File: src/rtl/button_conditioner.sv
// -----------------------------------------------------------------------------
// button_conditioner
//
// Front-end stage for the five board push-buttons. Each button is brought into
// the clk domain through a two-flop synchroniser and then debounced: the
// conditioned level only follows the synchronised input once the input has
// disagreed with the current level for DEBOUNCE_CYCLES consecutive cycles.
// A one-cycle press strobe accompanies every debounced 0->1 change.
//
// Parameters
//   DEBOUNCE_CYCLES  consecutive disagreeing cycles needed to change the level
//                    (legal 2 .. 2^24)
//   CNT_W            counter width, 2^CNT_W >= DEBOUNCE_CYCLES
//
// Ports
//   clk        system clock, all state changes on its rising edge
//   rst_n      asynchronous active-low reset, clears every register
//   btn_in     raw buttons, asynchronous to clk
//              bit0 btnc, bit1 btnl, bit2 btnu, bit3 btnr, bit4 btnd
//   btn_level  debounced level per button, same bit order
//   btn_press  one-cycle strobe per button on each debounced rising change
//
// Interface semantics: there is no valid/ready handshake. btn_level is a
// registered level valid every cycle; btn_press is a registered strobe that is
// high for exactly one cycle, coincident with the cycle btn_level first reads 1.
// Consumers need no backpressure; a strobe missed is simply lost.
// -----------------------------------------------------------------------------
module button_conditioner #(
  parameter int DEBOUNCE_CYCLES = 1000000,
  parameter int CNT_W           = 20
) (
  input  logic       clk,
  input  logic       rst_n,
  input  logic [4:0] btn_in,
  output logic [4:0] btn_level,
  output logic [4:0] btn_press
);

  localparam int                NUM_BTN  = 5;
  localparam logic [CNT_W-1:0] CNT_LAST = CNT_W'(DEBOUNCE_CYCLES - 1);
  localparam logic [CNT_W-1:0] CNT_ONE  = CNT_W'(1);

  logic [NUM_BTN-1:0] sync1;
  logic [NUM_BTN-1:0] sync2;
  logic [NUM_BTN-1:0] level;
  logic [NUM_BTN-1:0] press;
  logic [CNT_W-1:0]   cnt [NUM_BTN];

  always_ff @(posedge clk or negedge rst_n) begin
    if (!rst_n) begin
      sync1 <= '0;
      sync2 <= '0;
      level <= '0;
      press <= '0;
      for (int i = 0; i < NUM_BTN; i++) begin
        cnt[i] <= '0;
      end
    end else begin
      sync1 <= btn_in;
      sync2 <= sync1;
      for (int i = 0; i < NUM_BTN; i++) begin
        if (sync2[i] == level[i]) begin
          // Input agrees with the level: any partial count from a glitch is
          // discarded so separate glitches never add up.
          cnt[i]   <= '0;
          press[i] <= 1'b0;
        end else if (cnt[i] == CNT_LAST) begin
          // Disagreement has lasted the full threshold: adopt the new level.
          // The strobe carries the new value, so only a rise produces one.
          level[i] <= sync2[i];
          cnt[i]   <= '0;
          press[i] <= sync2[i];
        end else begin
          // cnt stops at CNT_LAST, so it can never wrap.
          cnt[i]   <= cnt[i] + CNT_ONE;
          press[i] <= 1'b0;
        end
      end
    end
  end

  assign btn_level = level;
  assign btn_press = press;

endmodule
File: config.mk
export PLATFORM = sky130hd
export DESIGN_NAME = button_conditioner
export DESIGN_NICKNAME = d
export VERILOG_FILES = /design/src/rtl/button_conditioner.sv
export SDC_FILE = /design/constraint.sdc
export NUM_CORES = 1
export LEC_CHECK = 0
export ABC_AREA = 1
export CAP_MARGIN = 30
export CORE_UTILIZATION = 45
export DETAILED_ROUTE_END_ITERATION = 10
export GPL_TIMING_DRIVEN = 0
export SLEW_MARGIN = 20
export SYNTH_ARGS = -nofsm -noshare
export SYNTH_HDL_FRONTEND = slang
export SYNTH_SLANG_ARGS = --single-unit
export TNS_END_PERCENT = 50
File: constraint.sdc
create_clock -name clk -period 2.15 [get_ports clk]
set_input_delay 0.3225 -clock clk [delete_from_list [all_inputs] [get_ports clk]]
set_output_delay 0.3225 -clock clk [all_outputs]
set_load 0.005 [all_outputs]
==> metrics, run 1 <==
vias in the first global route=around 5000; Clock Path Buffers=2; Starting DRT DRC Count=between 300 and 400; # diodes=0; f_max=between 0.5 and 0.6 GHz; synthesized area per cell=7.90 um2; Slew Viols, Final=0; max-cap check violation count=0; DRT Pass-1 Iters=5; Area Growth Syn to Fin=16.0%; slowest cell on the critical path=clkdlybuf4s50_1; Num CTS Buffers=17; GRT Residual Overflow=0; PnR Total Power=roughly 5.3 mW; postcts setup bufs=0; # nets final=approximately 850; pwr dens=720 mW/mm2; worst path arrival time=1.41 ns; Critical path buffers and inverters=1; CTS tree=done; share of cells above drive strength 1=between 10% and 20%; post-synth top area share=a little under half; crit path time final=between 1.5 and 2 ns; RSZ-0062 raised after global routing=no; GRT Total Usage=19.7%; synth top area cells=dfrtp_1 47%, nor2_1 12%, nand2_1 8.8%, nand3_1 6.3%, inv_1 4.5%; die area=around 0.015 mm2; Critical Path RT=1.83 ns; residual DRC count=0; routability cong.=~0.9; largest net degree at the start of global routing=around 70; outcome=completed; Synth Cell Area=0.00636 mm2; fill count=1309; Layout Cells excl Fill=1035; core region area=~0.014 mm2; Detail Route Antenna Nets=0; Post-Syn Nets=slightly above 800; final core occ=roughly 53%; maximum vdd drop=between 0.0006 and 0.0007 V; initial antenna violation count=0; vias=slightly above 5000; final worst path period share=about four fifths; Setup CP Type=flop to primary output; worst-case clock skew=0.00778 ns; routed len/inst=12.4 um; post-synth top area cell=dfrtp_1; CP cell instances=clkdlybuf4s50_1; Chip Width=roughly 120 um; num ports=17; Setup WS post-layout=between 0.4 and 0.5 ns; FP Rows=43; Slew HR=68.4%; Post-Place Worst Slack=0.564 ns; global-route wire length before repair=~23000 um; Initial Util=46.0%; vias per cell=approximately 5.0; IO buf count=16; worst hold-check path type=input pin to flop; Post-Place Cells=approximately 1000; Clock Latency Late Sink=0.42 ns; Hold Vio Cnt, Final=0; H-tree Lvls=4; critical path capture point type=primary output; Unique masters post-synth=30; post-synthesis sequential area ratio=47.2%; Top Family by Delay on Critical Path=buffers and inverters; dpl hpwl=9210 um; Total Neg Setup Slack=0 ns; crit-path max FO=4; Syn. warnings=0; Root Buffer=clkbuf_16; P_leak=3.16 nW; synthesized instance count=roughly 810; Sink Count=120; Total Routed Length=~13000 um; final setup fails=0; Die Ht=121 um; CP peak stage delay=around 0.54 ns; slew of the pin with the lowest slew margin=around 0.47 ns; synthesized flop and latch total=120; CP Launch Type=flop; Clock transition at path regs=approximately 0.050 ns
-- where the power goes --
part           internal, mW  switching (mW)
logic                0.0515           0.109
clock network          1.85           0.981
registers              2.29          0.0237
total                  4.20            1.11
-- registers in the layout, indices dropped and copies added (netlist names) --
name       count
sync1          5
cnt          100
btn_press      5
sync2          5
btn_level      5
-- what timing repair did --
| item | in CTS | in global routing |
|---|---|---|
| hold endpoints to repair | 50 | 0 |
| setup endpoints to repair | 0 | 0 |
| resized for setup | 0 | 0 |
| hold buffers | 1 | 0 |
-- cells in the mapped netlist --
cell type,n
nor2_1,204
nand2_1,149
dfrtp_1,120
nand3_1,80
inv_1,76
xor2_1,30
nor2_2,17
xnor2_1,15
nor3_1,14
nand4_1,13
a21oi_1,12
inv_2,10
nand2_2,9
nand3_2,9
nor2_4,9
o21ai_1,8
ha_1,5
o21ai_0,5
xor2_2,5
nor3b_2,3
nor3_2,2
or2_1,2
a31oi_1,1
and2_1,1
buf_2,1
buf_6,1
nand3b_1,1
nor3_4,1
nor3b_1,1
o21bai_1,1
-- routing by layer --
layer	up-vias	track usage, %	wire (um)
met4	0	7.18	160
met5	-	0	0
met3	14	4.98	424
met2	79	32.6	6150
li1	2606	-	-
met1	2443	24.8	6090
-- path summary, 6_finish.rpt --
check / start / end / slack, ns / cells past startpoint
worst max-delay path: btn_level[1] / btn_level[1] / 0.42 / 1
worst min-delay path: btn_in[0] / sync1[0] / 0.34 / 1
worst max register to register: cnt[0] / cnt[9] / 0.58 / 6
worst min register to register: sync1[0] / sync2[0] / 0.35 / 0
max in group asynchronous: rst_n / cnt[89] / 1.02 / 3
min in group asynchronous: rst_n / cnt[37] / 0.42 / 2
-- area by class of cell --
type,count,area [um2],share of cell area (%)
Inverter,86,323,4.38
Clock buffer,25,505,6.85
Timing Repair Buffer,18,199,2.70
Sequential cell,120,3000,40.7
Buffer,2,16.3,0.220
Multi-Input combinational cell,597,3020,40.9
Tap cell,180,225,3.05
Clock inverter,7,90.1,1.22
-- logic make-up (layout without fill, tap and decap cells) --
| kind of cell | count (synthesis) | after routing | share of synthesized area, % |
|---|---|---|---|
| AOI/OAI and AO/OA | 27 | 27 | 2.18 |
| xor gates and xnor gates | 50 | 50 | 7.48 |
| adders and majority gates | 5 | 5 | 0.984 |
| buffers and inverters | 88 | 138 | 5.33 |
| DFF | 120 | 120 | 47.2 |
| and+or+nand+nor | 515 | 515 | 36.8 |
-- per-stage QoR --
step,area [um2],hold slack [ns]
after floorplan,6360,0.0269
after global placement,6740,0.334
after detailed placement,6770,0.300
after CTS,7380,0.324
after global routing,7380,0.339
final,7380,0.344
-- placed cells by master (no fill, tap or decap), types with 2 or more instances in the layout --
master           netlist  layout
nor2_1               204     204
nand2_1              149     149
dfrtp_1              120     120
nand3_1               80      80
inv_1                 76      76
xor2_1                30      30
nor2_2                17      17
clkbuf_16              0      17
xnor2_1               15      15
clkdlybuf4s50_1        0      15
nor3_1                14      14
nand4_1               13      13
a21oi_1               12      12
inv_2                 10      10
nand3_2                9       9
nand2_2                9       9
nor2_4                 9       9
o21ai_1                8       8
xor2_2                 5       5
o21ai_0                5       5
ha_1                   5       5
clkbuf_8               0       5
nor3b_2                3       3
clkinv_2               0       3
clkbuf_1               0       3
or2_1                  2       2
nor3_2                 2       2
buf_6                  1       2
clkinvlp_4             0       2
bufinv_16              0       2
Power figures use the tool's default switching activity.
==> run 2, diff against run 1 <==
- clock period: 2.15 -> 1.6 ns (I/O delays scaled with it)
==> run 2 against run 1 <==
Cell count rose by 0.29%; core utilization is 0.53 points higher; power rose by 34%; register-to-register slack got worse by 0.47 ns; critical path depth unchanged; critical path type unchanged.
==> metrics, run 2 (synthesis gave the netlist of run 1 again) <==
worst-case clock skew=0.00788 ns (+0.0000957 ns); CP Capture Point=btn_level[4]; Top Family by Delay on Critical Path=buffers and inverters; CP cell instances=clkdlybuf4s50_1; crit path time final=around 1.5 ns; Sink Count=120 (unchanged); Clock Latency Late Sink=0.42 ns (about the same); Hold Vio Cnt, Final=0 (unchanged); HP Start=btn_in[0]; Most flops, register=cnt; H-tree Lvls=4 (unchanged); fill count=1293 (-1.2%); worst path arrival time=1.29 ns (-0.12 ns); max-cap check violation count=0 (unchanged); most common cell after layout, fill and taps aside=nor2_1; num ports=17 (unchanged); CP peak stage delay=0.53 ns (about the same); Area Growth Syn to Fin=17.2%; Slew HR=68.4% (about the same); dpl hpwl=9210 um (unchanged); Chip Width=121 um (unchanged); DRT Pass-1 Iters=6 (+1); instance count on the critical path=1 (unchanged); Critical Path RT=1.36 ns (-0.47 ns); outcome=completed; pwr dens=958 mW/mm2 (+33%); slowest cell on the critical path=clkdlybuf4s50_1; Post-Place Cells=1002 (unchanged); vias=5171 (+0.56%); Starting DRT DRC Count=363 (+1.7%); vias per cell=4.98 (+0.27%); residual DRC count=0 (unchanged); flop2flop setup slack=0.11 ns (-0.47 ns); Initial Util=46.0% (unchanged); FP Rows=43 (unchanged); Detail Route Antenna Nets=0 (unchanged); RSZ-0062 raised after global routing=no; final worst path period share=approximately 96%; CTS tree=done; core region area=0.0138 mm2 (unchanged); Die Ht=121 um (unchanged); GRT Residual Overflow=0 (unchanged); slew of the pin with the lowest slew margin=0.474 ns (+0.000245 ns); Total Routed Length=12800 um (+0.20%); GRT Total Usage=19.7% (+0.021 points); P_leak=3.20 nW (+1.2%); # nets final=857 (+0.35%); r2r endpoint=cnt[29]; most frequent cells in the layout=203 x nor2_1, 147 x nand2_1, 119 x dfrtp_1, 80 x nand3_1, 76 x inv_1; worst hold-check path type=input pin to flop; IO buf count=16 (unchanged); routability cong.=0.879 (unchanged); crit-path max FO=2 (-2); Setup CP Type=flop to primary output; initial antenna violation count=0 (unchanged); largest net degree at the start of global routing=71 (unchanged); die area=0.0146 mm2 (unchanged); final setup fails=0 (unchanged); cell area after placement=0.00677 mm2 (unchanged); CP startpoint=btn_level[4]; Root Buffer=clkbuf_16; final core occ=53.9% (+0.53 points); Layout Cells excl Fill=1038 (+0.29%); Clock Path Buffers=2 (unchanged); Critical path buffers and inverters=1 (unchanged); Num CTS Buffers=17 (unchanged); Slew Viols, Final=0 (unchanged); design area=0.00745 mm2 (+1.0%); critical path capture point type=primary output; routed len/inst=12.4 um (about the same); register area=0.00300 mm2 (about the same); maximum vdd drop=0.000801 V (+33%); global-route wire length before repair=22700 um (+0.12%); number of flip-flops in the largest register=100 (unchanged); Worst R2R Start=cnt[20]; f_max=roughly 0.65 GHz; share of cells above drive strength 1=12.2% (+0.78 points); worst-case reg-to-reg path depth=6 (unchanged); Clock transition at path regs=0.05 ns (about the same); Multi-input gate area=0.00307 mm2 (+1.8%); CP Launch Type=flop; # diodes=0 (unchanged); worst hold margin=0.262 ns (-0.0823 ns); vias in the first global route=5033 (+0.12%)
run 2: per-layer routing:
metal	vias up	track usage [%]	part of all wire, %
met5	-	0	0
met4	0	7.18	0.99
met3	14	4.98	3.5
met2	89	32.6	49
met1	2452	24.8	47
li1	2616	-	-
run 2: cell type report:
class | instances | area share, %
Sequential cell | 120 | 40.3
Inverter | 86 | 4.33
Buffer | 2 | 0.218
Timing Repair Buffer | 21 | 2.91
Clock inverter | 7 | 1.21
Multi-Input combinational cell | 597 | 41.2
Tap cell | 180 | 3.02
Clock buffer | 25 | 6.78
run 2: worst min path at each step:
stage	to	slack (ns)	depth (start not counted)
2_1_floorplan	btn_level[0]	-0.06	0
3_3_place_gp	sync2[0]	0.33	0
3_5_place_dp	cnt[37]	0.22	1
4_1_cts	sync1[0]	0.24	1
5_1_grt	sync1[0]	0.26	1
6_report	sync1[0]	0.26	1
run 2: metrics by stage:
| step | setup TNS [ns] | setup slack (ns) | power [mW] |
|---|---|---|---|
| floorplan | 0 | 0.305 | 3.27 |
| global placement | -525.86 | -4.39 | 3.38 |
| detailed placement | 0 | 0.0137 | 3.39 |
| CTS | 0 | 0.00374 | 7.24 |
| global route | 0 | 0.00471 | 7.41 |
| finish | 0 | 0.0707 | 7.14 |
run 2: power by group:
| part | leakage [nW] | switching (mW) | internal [mW] |
|---|---|---|---|
| combinational | 1.27 | 0.149 | 0.0715 |
| sequential | 1.64 | 0.0317 | 3.08 |
| clock | 0.289 | 1.32 | 2.49 |
run 2: what timing repair did:
item,4_1_cts,5_1_grt
gates cloned,0,0
hold buffers,1,0
endpoints found under the setup margin,5,39
resized for setup,5,12
buffers inserted,1,2
pin swaps,0,1
endpoints found under the hold margin,50,0
run 2: worst reg2reg max path: stages (launching register included):
cell and delay [ns]:
dfrtp_1 0.36, ha_1 0.20, nand3_2 0.12, nor2_2 0.23, nand3_2 0.23, nand2_4 0.17
nor2_1 0.06
==> run 3, diff against run 2 <==
- SLEW_MARGIN: 20 -> 5
==> results of run 3 <==
The final DEF is identical to that of run 2; final timing and power are the same.
